===== config.mk =====
export PLATFORM = sky130hd
export DESIGN_NAME = mem_port_arbiter
export DESIGN_NICKNAME = d
export VERILOG_FILES = /design/src/rtl/mem_port_arbiter.sv
export SDC_FILE = /design/constraint.sdc
export NUM_CORES = 1
export LEC_CHECK = 0
export BUFFER_PORTS_ARGS = -buffer_cell sky130_fd_sc_hd__buf_2
export CORE_MARGIN = 1.5
export CORE_UTILIZATION = 30
export CTS_CLUSTER_DIAMETER = 30
export CTS_CLUSTER_SIZE = 8
export DETAILED_ROUTE_END_ITERATION = 10
export PLACE_DENSITY_LB_ADDON = 0.15
export SETUP_SLACK_MARGIN = 0.1
export SYNTH_ARGS = -nofsm -noshare
export SYNTH_HDL_FRONTEND = slang
export SYNTH_SLANG_ARGS = --single-unit

===== constraint.sdc =====
create_clock -name clk -period 3.2 [get_ports clk]
set_input_delay 0.48 -clock clk [delete_from_list [all_inputs] [get_ports clk]]
set_output_delay 0.48 -clock clk [all_outputs]
set_load 0.02 [all_outputs]

===== src/rtl/mem_port_arbiter.sv =====
// Shares one single-ported memory between an instruction-fetch port (read-only)
// and a data port (read/write). Data has priority; a streak counter caps how
// many data grants in a row can pass a waiting fetch.
module mem_port_arbiter #(
  parameter int ADDR_W     = 32,
  parameter int DATA_W     = 32,
  parameter int MAX_STREAK = 4
) (
  input  logic              clk,
  input  logic              rst,
  input  logic              f_req,
  input  logic [ADDR_W-1:0] f_addr,
  output logic              f_gnt,
  output logic              f_rvalid,
  input  logic              d_req,
  input  logic              d_we,
  input  logic [ADDR_W-1:0] d_addr,
  input  logic [DATA_W-1:0] d_wdata,
  output logic              d_gnt,
  output logic              d_rvalid,
  output logic [DATA_W-1:0] rdata,
  output logic              mem_we,
  output logic [ADDR_W-1:0] mem_addr,
  output logic [DATA_W-1:0] mem_wdata,
  input  logic [DATA_W-1:0] mem_rdata,
  output logic              busy
);

  localparam logic [3:0] STREAK_MAX = 4'(MAX_STREAK);

  typedef enum logic [1:0] {IDLE, ACCESS, RESP} state_t;

  // request captured in the grant cycle; the memory port is driven from it
  typedef struct packed {
    logic              sel_f;
    logic              we;
    logic [ADDR_W-1:0] addr;
    logic [DATA_W-1:0] wdata;
  } req_t;

  state_t            state, state_nxt;
  req_t              cap, cap_nxt;
  logic [3:0]        streak, streak_nxt;
  logic [DATA_W-1:0] rdata_q;

  // arbitration in IDLE/RESP, next-state and capture of the winner
  always_comb begin
    state_nxt  = state;
    cap_nxt    = cap;
    streak_nxt = streak;
    f_gnt      = 1'b0;
    d_gnt      = 1'b0;
    case (state)
      IDLE, RESP: begin
        if (f_req && (!d_req || streak == STREAK_MAX)) f_gnt = 1'b1;
        else if (d_req)                                d_gnt = 1'b1;
        if (f_gnt || d_gnt) begin
          state_nxt     = ACCESS;
          cap_nxt.sel_f = f_gnt;
          cap_nxt.we    = d_gnt & d_we;
          cap_nxt.addr  = f_gnt ? f_addr : d_addr;
          // fetch has no write data; keep the last value on the port
          cap_nxt.wdata = f_gnt ? cap.wdata : d_wdata;
        end else begin
          state_nxt = IDLE;
        end
        if (f_gnt)                                      streak_nxt = '0;
        else if (d_gnt && f_req && streak < STREAK_MAX) streak_nxt = streak + 4'd1;
      end
      ACCESS:  state_nxt = RESP;
      default: state_nxt = IDLE;
    endcase
    if (rst) begin
      f_gnt = 1'b0;
      d_gnt = 1'b0;
    end
  end

  // state, capture, streak and read-data registers
  always_ff @(posedge clk) begin
    if (rst) begin
      state   <= IDLE;
      cap     <= '0;
      streak  <= '0;
      rdata_q <= '0;
    end else begin
      state  <= state_nxt;
      cap    <= cap_nxt;
      streak <= streak_nxt;
      if (state == ACCESS) rdata_q <= cap.we ? '0 : mem_rdata;
    end
  end

  // address/data hold the last captured request outside ACCESS
  assign mem_addr  = cap.addr;
  assign mem_wdata = cap.wdata;
  assign mem_we    = (state == ACCESS) & cap.we & ~rst;
  assign rdata     = rdata_q;
  assign f_rvalid  = (state == RESP) &  cap.sel_f & ~rst;
  assign d_rvalid  = (state == RESP) & ~cap.sel_f & ~rst;
  assign busy      = (state != IDLE);

endmodule

# ---- Yosys cells after proc, flatten, opt, wreduce, memory -nomap -nowiden
# Cells that the tools add are included.
dict set report word_totals {
  wordCells 50
  out_inout_bits 102
  register_bits 104
  inputBits 133
}
dict set report classes {
  n_addsub 1
  n_eq_ne 3
  n_mux 15
  bitwise 10
  magnitude_cmp 1
  reduce_logical 13
}
# cell count
set op_table {}
lappend op_table {{$mux 32} 2}
lappend op_table {{$mux 1} 10}
lappend op_table {{$mux 4} 2}
lappend op_table {{$and 1x1->1} 7}
lappend op_table {{$add 4x1->4 const B} 1}
lappend op_table {{$eq 4x3->1 const B} 1}
lappend op_table {{$lt 4x3->1 const B} 1}
lappend op_table {{$pmux 2 s2} 1}
lappend op_table {{$reduce_and 2->1} 2}
lappend op_table {{$reduce_bool 2->1} 2}
lappend op_table {{$logic_and 1x1->1} 3}
lappend op_table {{$not 1->1} 3}
lappend op_table {{$reduce_and 3->1} 1}
lappend op_table {{$eq 2x1->1 const B} 1}
lappend op_table {{$eq 2x2->1 const B} 1}
lappend op_table {{$logic_not 2->1} 1}
lappend op_table {{$logic_or 1x1->1} 2}
lappend op_table {{$reduce_or 2->1} 1}
lappend op_table {{$logic_not 1->1} 1}

# ---- Depth between registers and ports, before layout
# Gate-level depths: netlist (run 1).
dict set report depth {
  depth_word 9
  depth_mapped 8
  depth_no_buf 6
}

# ---- Worst setup path after synthesis (run 1)
# Ideal clock, no wire load.
dict set report synth_path {
  path_kind {input port to output port}
  startpoint {input port rst}
  endpoint {output port d_rvalid}
  required_time_ns 2.720
  cell_stages 4
  slack_ns 1.222
  n_path_buf 2
  arrival_time_ns 1.498
  path_cell_list {buf_2 > or2_2 > buf_2 > nor3_1}
}
dict set report synth_between {
  elab_chain_len 2
}
# element line_no
set synth_lines {}
lappend synth_lines {{start: declaration} 10} ;# input logic rst,
lappend synth_lines {{$not 1->1} 100} ;# assign d_rvalid = (state == RESP) & ~cap.sel_f & ~rst;
lappend synth_lines {{$and 1x1->1} 100}
lappend synth_lines {{end: declaration} 20} ;# output logic d_rvalid,
# No other way between the ends.

# ---- Worst setup path after layout (run 1)
dict set report layout_path {
  startpoint {register streak[0]}
  endpoint {output port f_gnt}
}
dict set report layout_between {
  elab_chain_len 7
}
# element line_no
set layout_lines {}
lappend layout_lines {{start: declaration} 43} ;# logic [3:0] streak, streak_nxt;
lappend layout_lines {{start signal: assignment} 89} ;# streak <= streak_nxt;
lappend layout_lines {{$eq 4x3->1} 55} ;# if (f_req && (!d_req || streak == STREAK_MAX)) f_gnt = 1'b1;
lappend layout_lines {{$logic_or 1x1->1} 55}
lappend layout_lines {{$logic_and 1x1->1} 55}
lappend layout_lines {{$mux 1} 55}
lappend layout_lines {{$mux 1 (2 in a row)} 53} ;# case (state)
lappend layout_lines {{$mux 1} 73} ;# if (rst) begin
lappend layout_lines {{end: declaration} 13} ;# output logic f_gnt,
# No other way between the ends. The select of a mux whose other input is x is not followed.

==> results of run 1 <==
through the flow:
stage | utilization | cell area (um^2)
after floorplan | - | 4240
after global placement | 0.366 | 5070
after detailed placement | 0.366 | 5070
after CTS | 0.386 | 5340
after global routing | 0.386 | 5340
final | 0.386 | 5340
per-layer routing:
layer	track usage	part of all wire	vias to the layer above
li1	-	-	1804
met1	0.165	0.41	1630
met2	0.258	0.49	142
met3	0.0613	0.084	18
met4	0.0529	0.020	0
met5	0	0	-
synth_stat cells, drive strengths merged, types with 2 or more instances:
| cell type | instances | area (um^2) |
|---|---|---|
| a21oi | 35 | 175 |
| a22o | 32 | 280 |
| a22oi | 32 | 240 |
| and2 | 3 | 18.8 |
| buf | 89 | 614 |
| clkbuf | 9 | 33.8 |
| dfxtp | 104 | 2080 |
| ha | 2 | 25.0 |
| inv | 6 | 22.5 |
| nand2 | 68 | 255 |
| nor2 | 7 | 26.3 |
| nor2b | 2 | 12.5 |
| nor3 | 2 | 10.0 |
| nor3b | 2 | 25.0 |
| o21ai | 4 | 23.8 |
| o2bb2ai | 33 | 289 |
| or2 | 2 | 12.5 |
final cells by class:
cell class,count,area (um^2),share of cell area
clock inverter,5,41.3,0.00773
timing repair buffer,242,1230,0.230
sequential,104,2080,0.390
tap,180,225,0.0422
clock buffer,11,233,0.0436
multi-input combinational,235,1510,0.282
inverter,6,22.5,0.00422
power breakdown:
part	leakage, nW	switching, W	internal, W	total (W)
combinational	1.58	0.000286	0.000189	0.000474
sequential	0.853	0.0000455	0.00138	0.00142
clock	0.132	0.000502	0.000537	0.00104
cells by family (layout without fill, tap and decap cells):
kind of cell	after synthesis	count (layout)
buffers and inverters	104	264
flip-flops	104	104
adder cells (fa/ha/maj)	2	2
AND/OR/NAND/NOR	92	92
AO/OA/AOI/OAI	141	141
sequential cells by signal (all words and copies together), names as in the netlist:
signal	count
cap	2
mem_addr	32
mem_wdata	32
rdata	32
state	2
streak	4
critical path, cell delays in order (launching register included):
cell and delay [ns]:
dfxtp_1 0.34, inv_1 0.06, ha_1 0.24, nand4b_4 0.14, o21ai_2 0.08, buf_4 0.37
and2_1 0.19, buf_2 0.17
worst paths after layout:
| kind | end | slack (ns) | from | cells past startpoint |
|---|---|---|---|---|
| max | f_gnt | 0.78 | streak[0]$_SDFFE_PP0P_ | 7 |
| min | rdata[24]$_SDFFE_PP0N_ | 0.34 | mem_rdata[24] | 2 |
| max reg2reg | mem_addr[0]$_SDFFE_PP0P_ | 0.99 | streak[0]$_SDFFE_PP0P_ | 6 |
| min reg2reg | mem_wdata[13]$_SDFFE_PP0P_ | 0.45 | mem_wdata[13]$_SDFFE_PP0P_ | 2 |
==> qor.yml, run 1 <==
outcome:
  status: "complete, no violations"
cts:
  clock-sinks: 104
  cts_tree: "built"
  ctsHoldBuffers: 0
  cts-resized-gates: 0
  cts_max_level: 3
  clkTransAtPathRegs_ns: 0.07
  cts_max_path_buffers: 2
  cts_setup_buffers: 0
  cts-root-buf: "clkbuf_16"
  worstSkewPairLatency_ns: 0.35
  cts_buffers: 9
drt:
  drt-pass1-iter-count: 4
  drc: 0
  final_antenna_net_count: 0
  wl_per_cell_um: 14.3
  routed_wl_mm: 11.2
  vias_per_cell: 4.59
  via_count: 3594
  drt_iter0_drc: 147
sta:
  tns_ns: 0
  final_hold_viol_count: 0
  fin_crit_sh: 0.756
  slew_violations: 0
  max_freq_mhz: 414
  skew_ns: 0.00770
  min_period_ns: 2.42
  final.setup.worst_slack_ns: 0.782
  rsz0062_at_grt: "no"
  tightest_slew_ns: 1.17
  setup_viol: 0
  whs_ns: 0.336
  slew_headroom: 0.222
synthesis:
  synthArstFlopShare: 0
  synth_top_family_by_area: "compound AO/OA/AOI/OAI gates"
  ys.flop_type: "dfxtp_1"
  syn-num-nets: 578
  synthAdderAreaFrac: 0.00590
  syn-cell-area_um2: 4240
  synth_compound_area_frac: 0.247
  synth_xor_area_frac: 0
  synth.area.mux_share: 0
  synth.yosys.warnings: 0
  syn_area_per_cell_um2: 9.58
  yosys_register_bits: 104
  synth-simple-area-share: 0.0988
  ys_seq_area_frac: 0.491
  synth_cell_type_count: 31
  synth_cells: 443
  synth_edf_count: 0
worst_setup_path:
  critPathLaunchType: "register"
  end_kind: "output pin"
  crit_type: "reg2out"
  crit_arrival_ns: 1.94
  critPathRequiredTime_ns: 2.72
  cp_max_fo: 34
cells_and_area:
  most-common-layout-cells: "234 x buf_2, 104 x dfxtp_1, 68 x nand2_1, 34 x a21oi_1, 33 x o2bb2ai_1"
  area_growth_pct: 25.9
  drive_gt1_frac: 0.439
  antenna_cells: 0
  finalNetCount: 733
  instances_no_fill: 783
  num-fill-cells: 1395
  layout_commonest_cell: "buf_2"
global_routing:
  grt_overflow_total: 0
  grt_pass1_vias: 3558
  grt_max_degree: 35
  grt_pass1_wl_mm: 17.4
  grtUsageTotal: 0.150
  antenna_found_initial: 0
min_path:
  hold_path.class: "in2reg"
placed_design:
  io_buffers: 234
  place_congestion: 0.796
  dp_slack_ns: 0.905
  dp.cells: 767
  dp_hpwl_mm: 7.97
power_and_ir_drop:
  powerDensity_nw_per_um2: 550
  ir_worst_vdd_mv: 0.320
  leakagePower_nw: 2.57
  finalPower_w: 0.00294
die:
  rows: 43
  die_h_um: 122
  die-area_um2: 14900
  ios: 235
  initial_core_util: 0.307
  core_um2: 13800
  die_w_um: 122
job:
  cap_viol_max_count: 0
Power figures use the tool's default switching activity.
==> run 2: changes to the inputs <==
clock period = 2.1 ns   (was 3.2 ns; I/O delays follow)
==> qor.yml, run 2 (synthesized netlist as in run 1, its figures left out) <==
cts:
  cts_tree: "built"  # unchanged
  ctsHoldBuffers: 0  # unchanged
  worstSkewPairLatency_ns: 0.34  # was 0.35 ns
  cts_setup_buffers: 0  # unchanged
  cts_buffers: 9  # unchanged
  cts_max_level: 3  # unchanged
  cts_max_path_buffers: 2  # unchanged
  cts-root-buf: "clkbuf_16"  # unchanged
  clkTransAtPathRegs_ns: 0.07  # about the same
  clock-sinks: 104  # unchanged
global_routing:
  grt_pass1_vias: 3542  # was 3558
  grt_pass1_wl_mm: 17.0  # was 17.4 mm
  grt_overflow_total: 0  # unchanged
  grt_max_degree: 35  # unchanged
  antenna_found_initial: 0  # unchanged
  grtUsageTotal: 0.145  # was 0.150
cells_and_area:
  most-common-layout-cells: "234 x buf_2, 103 x dfxtp_1, 68 x nand2_1, 34 x a21oi_1, 33 x o2bb2ai_1"  # was 234 x buf_2, 104 x dfxtp_1, 68 x nand2_1, 34 x a21oi_1, 33 x o2bb2ai_1
  antenna_cells: 0  # unchanged
  area_growth_pct: 27.7  # was 25.9%
  stdcell_area_um2: 5420  # was 5340 um^2
  drive_gt1_frac: 0.446  # was 0.439
  layout_commonest_cell: "buf_2"  # unchanged
  finalNetCount: 735  # was 733
die:
  die_w_um: 122  # unchanged
  initial_core_util: 0.307  # unchanged
  ios: 235  # unchanged
  core_um2: 13800  # unchanged
  die-area_um2: 14900  # unchanged
  rows: 43  # unchanged
  die_h_um: 122  # unchanged
worst_setup_path:
  r2r_start: "state[0]$_SDFF_PP0_"  # was streak[0]$_SDFFE_PP0P_
  crit_arrival_ns: 1.57  # was 1.94 ns
  rrSetupSlack_ns: 0.44  # was 0.99 ns
  critPathLaunchType: "register"  # unchanged
  cp_max_fo: 4  # was 34
  r2r_end: "rdata[16]$_SDFFE_PP0N_"  # was mem_addr[0]$_SDFFE_PP0P_
  critPathRequiredTime_ns: 1.78  # was 2.72 ns
  reg2reg_depth: 3  # was 6
  crit_type: "reg2out"  # unchanged
  end_kind: "output pin"  # unchanged
sta:
  min_period_ns: 1.89
  final_hold_viol_count: 0  # unchanged
  skew_ns: 0.00685  # was 0.00770 ns
  tightest_slew_ns: 0.752  # was 1.17 ns
  slew_headroom: 0.499  # was 0.222
  final.setup.worst_slack_ns: 0.210  # was 0.782 ns
  rsz0062_at_grt: "no"  # unchanged
  max_freq_mhz: 529
  tns_ns: 0  # unchanged
  fin_crit_sh: 0.900
  setup_viol: 0  # unchanged
  slew_violations: 0  # unchanged
outcome:
  status: "complete, no violations"  # unchanged
drt:
  wl_per_cell_um: 14.0  # was 14.3 um
  drt_iter0_drc: 128  # was 147
  vias_per_cell: 4.66  # was 4.59
  drc: 0  # unchanged
  routed_wl_mm: 11.0  # was 11.2 mm
  drt-pass1-iter-count: 5  # was 4
  final_antenna_net_count: 0  # unchanged
  via_count: 3658  # was 3594
min_path:
  worstHoldStart: "mem_rdata[2]"  # was mem_rdata[24]
  hold_end: "rdata[2]$_SDFFE_PP0N_"  # was rdata[24]$_SDFFE_PP0N_
  hold_path.class: "in2reg"  # unchanged
  worstHoldPathCells: 2  # unchanged
job:
  cap_viol_max_count: 0  # unchanged
power_and_ir_drop:
  leakagePower_nw: 2.61  # was 2.57 nW
  powerDensity_nw_per_um2: 876  # was 550 nW/um^2
  ir_worst_vdd_mv: 0.414  # was 0.320 mV
placed_design:
  placed_area_um2: 5080  # was 5070 um^2
  dp_hpwl_mm: 8.04  # was 7.97 mm
  io_buffers: 234  # unchanged
  place_congestion: 0.687  # was 0.796
  dp_slack_ns: 0.428  # was 0.905 ns
==> run 2: cell count changes in the layout (fill, tap and decap cells not counted), sizes merged <==
cell    change
bufinv      +2
inv         +1
clkinv      -2
clkbuf      -1
buf         +2
==> run 2: metal layers <==
layer | routed length (um) | track usage | vias to the layer above
met5 | 0 | 0 | -
met4 | 210 | 0.0632 | 0
met3 | 846 | 0.0435 | 17
met2 | 5310 | 0.252 | 137
met1 | 4610 | 0.165 | 1689
li1 | - | - | 1815
==> run 2: metrics by stage <==
stage | util | hold slack [ns] | power, W | cells
3_3_place_gp | 0.368 | 0.439 | 0.00293 | 769
3_5_place_dp | 0.368 | 0.441 | 0.00295 | 769
4_1_cts | 0.392 | 0.154 | 0.00484 | 785
5_1_grt | 0.392 | 0.156 | 0.00498 | 785
2_1_floorplan | - | 0.434 | 0.00274 | 443
6_report | 0.392 | 0.175 | 0.00475 | 785
==> run 2: layout make-up <==
cell class / instances / area, um^2
Fill cell: 1391 / 8410
Sequential cell: 104 / 2080
Multi-Input combinational cell: 235 / 1510
Timing Repair Buffer: 244 / 1250
Clock buffer: 10 / 239
Tap cell: 180 / 225
Clock inverter: 6 / 96.3
Inverter: 6 / 22.5
==> run 2: worst max-delay path by stage <==
stage	startpoint	end	slack [ns]	cells past startpoint
global route	streak[0]$_SDFFE_PP0P_	d_gnt	0.11	6
CTS	streak[0]$_SDFFE_PP0P_	d_gnt	0.13	6
global placement	rst	rdata[10]$_SDFFE_PP0N_	0.45	4
floorplan	streak[0]$_SDFFE_PP0P_	d_gnt	0.42	6
finish	streak[0]$_SDFFE_PP0P_	d_gnt	0.21	6
detailed placement	rst	rdata[16]$_SDFFE_PP0N_	0.43	4
==> run 2: repair_timing <==
action	in CTS	in global routing
hold endpoints to repair	0	0
endpoints found under the setup margin	0	1
resized for setup	0	1
==> run 2: report_power, final <==
part / switching, W / leakage (nW) / internal, W
registers: 0.0000671 / 0.854 / 0.00210
clock network: 0.000756 / 0.162 / 0.00109
logic: 0.000437 / 1.59 / 0.000290
==> run 2: critical path: stages (launching register included) <==
cell	delay [ns]
dfxtp_2	0.35
inv_1	0.05
ha_1	0.24
nand4b_4	0.14
nand3b_1	0.15
nor2_1	0.13
buf_2	0.18
==> run 3: changes to the inputs <==
CORE_ASPECT_RATIO = 0.6   (was not set)
CTS_BUF_LIST = sky130_fd_sc_hd__clkbuf_4 sky130_fd_sc_hd__clkbuf_8   (was not set)
==> qor.yml, run 3 (synthesized netlist as in run 1, its figures left out) <==
die:
  die-area_um2: 14900  # about the same
  core_um2: 13700  # was 13800 um^2
  ios: 235  # unchanged
  die_h_um: 95.1  # was 122 um
  initial_core_util: 0.309  # was 0.307
  rows: 33  # was 43
  die_w_um: 157  # was 122 um
cts:
  cts_max_path_buffers: 2  # unchanged
  clock-sinks: 104  # unchanged
  ctsHoldBuffers: 0  # unchanged
  cts_tree: "built"  # unchanged
  cts_max_level: 3  # unchanged
  clkTransAtPathRegs_ns: 0.11  # was 0.07 ns
  cts_buffers: 9  # unchanged
  cts-root-buf: "clkbuf_8"  # was clkbuf_16
  worstSkewPairLatency_ns: 0.37  # was 0.34 ns
cells_and_area:
  layout_commonest_cell: "buf_2"  # unchanged
  area_growth_pct: 26.2  # was 27.7%
  most-common-layout-cells: "233 x buf_2, 103 x dfxtp_1, 68 x nand2_1, 34 x a21oi_1, 33 x o2bb2ai_1"  # was 234 x buf_2, 103 x dfxtp_1, 68 x nand2_1, 34 x a21oi_1, 33 x o2bb2ai_1
  finalNetCount: 737  # was 735
  antenna_cells: 0  # unchanged
  drive_gt1_frac: 0.450  # was 0.446
power_and_ir_drop:
  p_int_w: 0.00309  # was 0.00348 W
  pwr-share-comb: 0.168  # was 0.153
  powerDensity_nw_per_um2: 813  # was 876 nW/um^2
  seqPwrFrac: 0.499  # was 0.457
  p_sw_frac: 0.290  # was 0.266
  leakagePower_nw: 2.57  # was 2.61 nW
  ir_worst_vdd_mv: 0.423  # was 0.414 mV
  p_switching_w: 0.00126  # about the same
  clkPwrFrac: 0.333  # was 0.390
outcome:
  status: "complete, no violations"  # unchanged
placed_design:
  dp_hpwl_mm: 8.03  # was 8.04 mm
  place_congestion: 0.698  # was 0.687
  io_buffers: 234  # unchanged
drt:
  wl_per_cell_um: 14.1  # was 14.0 um
  via_count: 3646  # was 3658
  routed.top_layer: "met4"  # unchanged
  drt-pass1-iter-count: 4  # was 5
  final_antenna_net_count: 0  # unchanged
  routed_wl_mm: 11.3  # was 11.0 mm
  met1Wirelength_mm: 5.50  # was 4.61 mm
  drt_iter0_drc: 194  # was 128
  vias_per_cell: 4.56  # was 4.66
  dr_wl_met3_mm: 1.04  # was 846 um
  dr_wl_met2_mm: 4.67  # was 5.31 mm
  drc: 0  # unchanged
sta:
  min_period_ns: 1.85  # was 1.89 ns
  final_hold_viol_count: 0  # unchanged
  setup_viol: 0  # unchanged
  fin_crit_sh: 0.879  # was 0.900
  whs_ns: 0.147  # was 0.175 ns
  max_freq_mhz: 542  # was 529 MHz
  tightest_slew_ns: 0.414  # was 0.752 ns
  slew_violations: 0  # unchanged
  skew_ns: 0.00667  # was 0.00685 ns
  tns_ns: 0  # unchanged
  rsz0062_at_grt: "no"  # unchanged
  slew_headroom: 0.724  # was 0.499
global_routing:
  grt_max_degree: 40  # was 35
  grt_overflow_total: 0  # unchanged
  antenna_found_initial: 0  # unchanged
  grt_pass1_wl_mm: 16.8  # was 17.0 mm
  grt_pass1_vias: 3314  # was 3542
  grtUsageTotal: 0.145  # about the same
min_path:
  hold_path.class: "in2reg"  # unchanged
worst_setup_path:
  end_kind: "output pin"  # unchanged
  crit_type: "reg2out"  # unchanged
  cp_max_fo: 10  # was 4
  critPathLaunchType: "register"  # unchanged
  critPathRequiredTime_ns: 1.78  # about the same
  crit_arrival_ns: 1.53  # was 1.57 ns
job:
  cap_viol_max_count: 0  # unchanged
-- run 3: worst paths after layout --
| path | start | to | slack (ns) | depth (start not counted) |
|---|---|---|---|---|
| setup / recovery | state[0]$_SDFF_PP0_ | mem_we | 0.25 | 3 |
| hold reg to reg | mem_wdata[12]$_SDFFE_PP0P_ | mem_wdata[12]$_SDFFE_PP0P_ | 0.46 | 2 |
| setup reg to reg | streak[1]$_SDFFE_PP0P_ | mem_addr[11]$_SDFFE_PP0P_ | 0.35 | 8 |
| hold / removal | mem_rdata[3] | rdata[3]$_SDFFE_PP0N_ | 0.15 | 2 |
-- run 3: per-layer routing --
metal,global-route usage,up-vias
met2,0.209,147
met5,0,-
met4,0.0357,0
li1,-,1815
met1,0.199,1674
met3,0.0609,10
-- run 3: repair_timing --
action,in CTS,in global routing
hold endpoints to repair,0,0
cloned,0,0
buffers inserted,1,2
gates resized for setup,1,3
setup endpoints to repair,2,2
pin swaps,1,1
-- run 3: area by class of cell --
class / count / area [um^2]
clock buffers: 9 / 124
clock inverters: 7 / 106
fillers: 1409 / 8390
inverters: 6 / 22.5
multi-input cells: 235 / 1520
flip-flops and latches: 104 / 2080
well taps: 192 / 240
repair buffers: 246 / 1260
-- run 3: per-stage QoR --
stage	std cells	total power (W)	util	setup WS [ns]	area [um^2]
final	799	0.00435	0.390	0.254	5360
after global routing	799	0.00461	0.390	0.120	5360
after CTS	797	0.00443	0.388	0.0825	5340
after detailed placement	780	0.00294	0.370	0.308	5090
after global placement	780	0.00294	0.370	0.408	5090
after floorplan	443	0.00274	-	0.416	4240
-- run 3: worst max-delay path, cell delays in order, from the launching register on --
cell     delay [ns]
dfxtp_1        0.58
nor3b_2        0.27
and2_1         0.15
buf_2          0.17
-- run 3: power groups by stage --
| stage | logic, W | clock network, W | registers, W |
|---|---|---|---|
| after floorplan | 0.000496 | 0 | 0.00224 |
| after global placement | 0.000722 | 0 | 0.00221 |
| after detailed placement | 0.000731 | 0 | 0.00221 |
| after CTS | 0.000733 | 0.00153 | 0.00217 |
| after global routing | 0.000799 | 0.00162 | 0.00219 |
| final | 0.000731 | 0.00145 | 0.00217 |
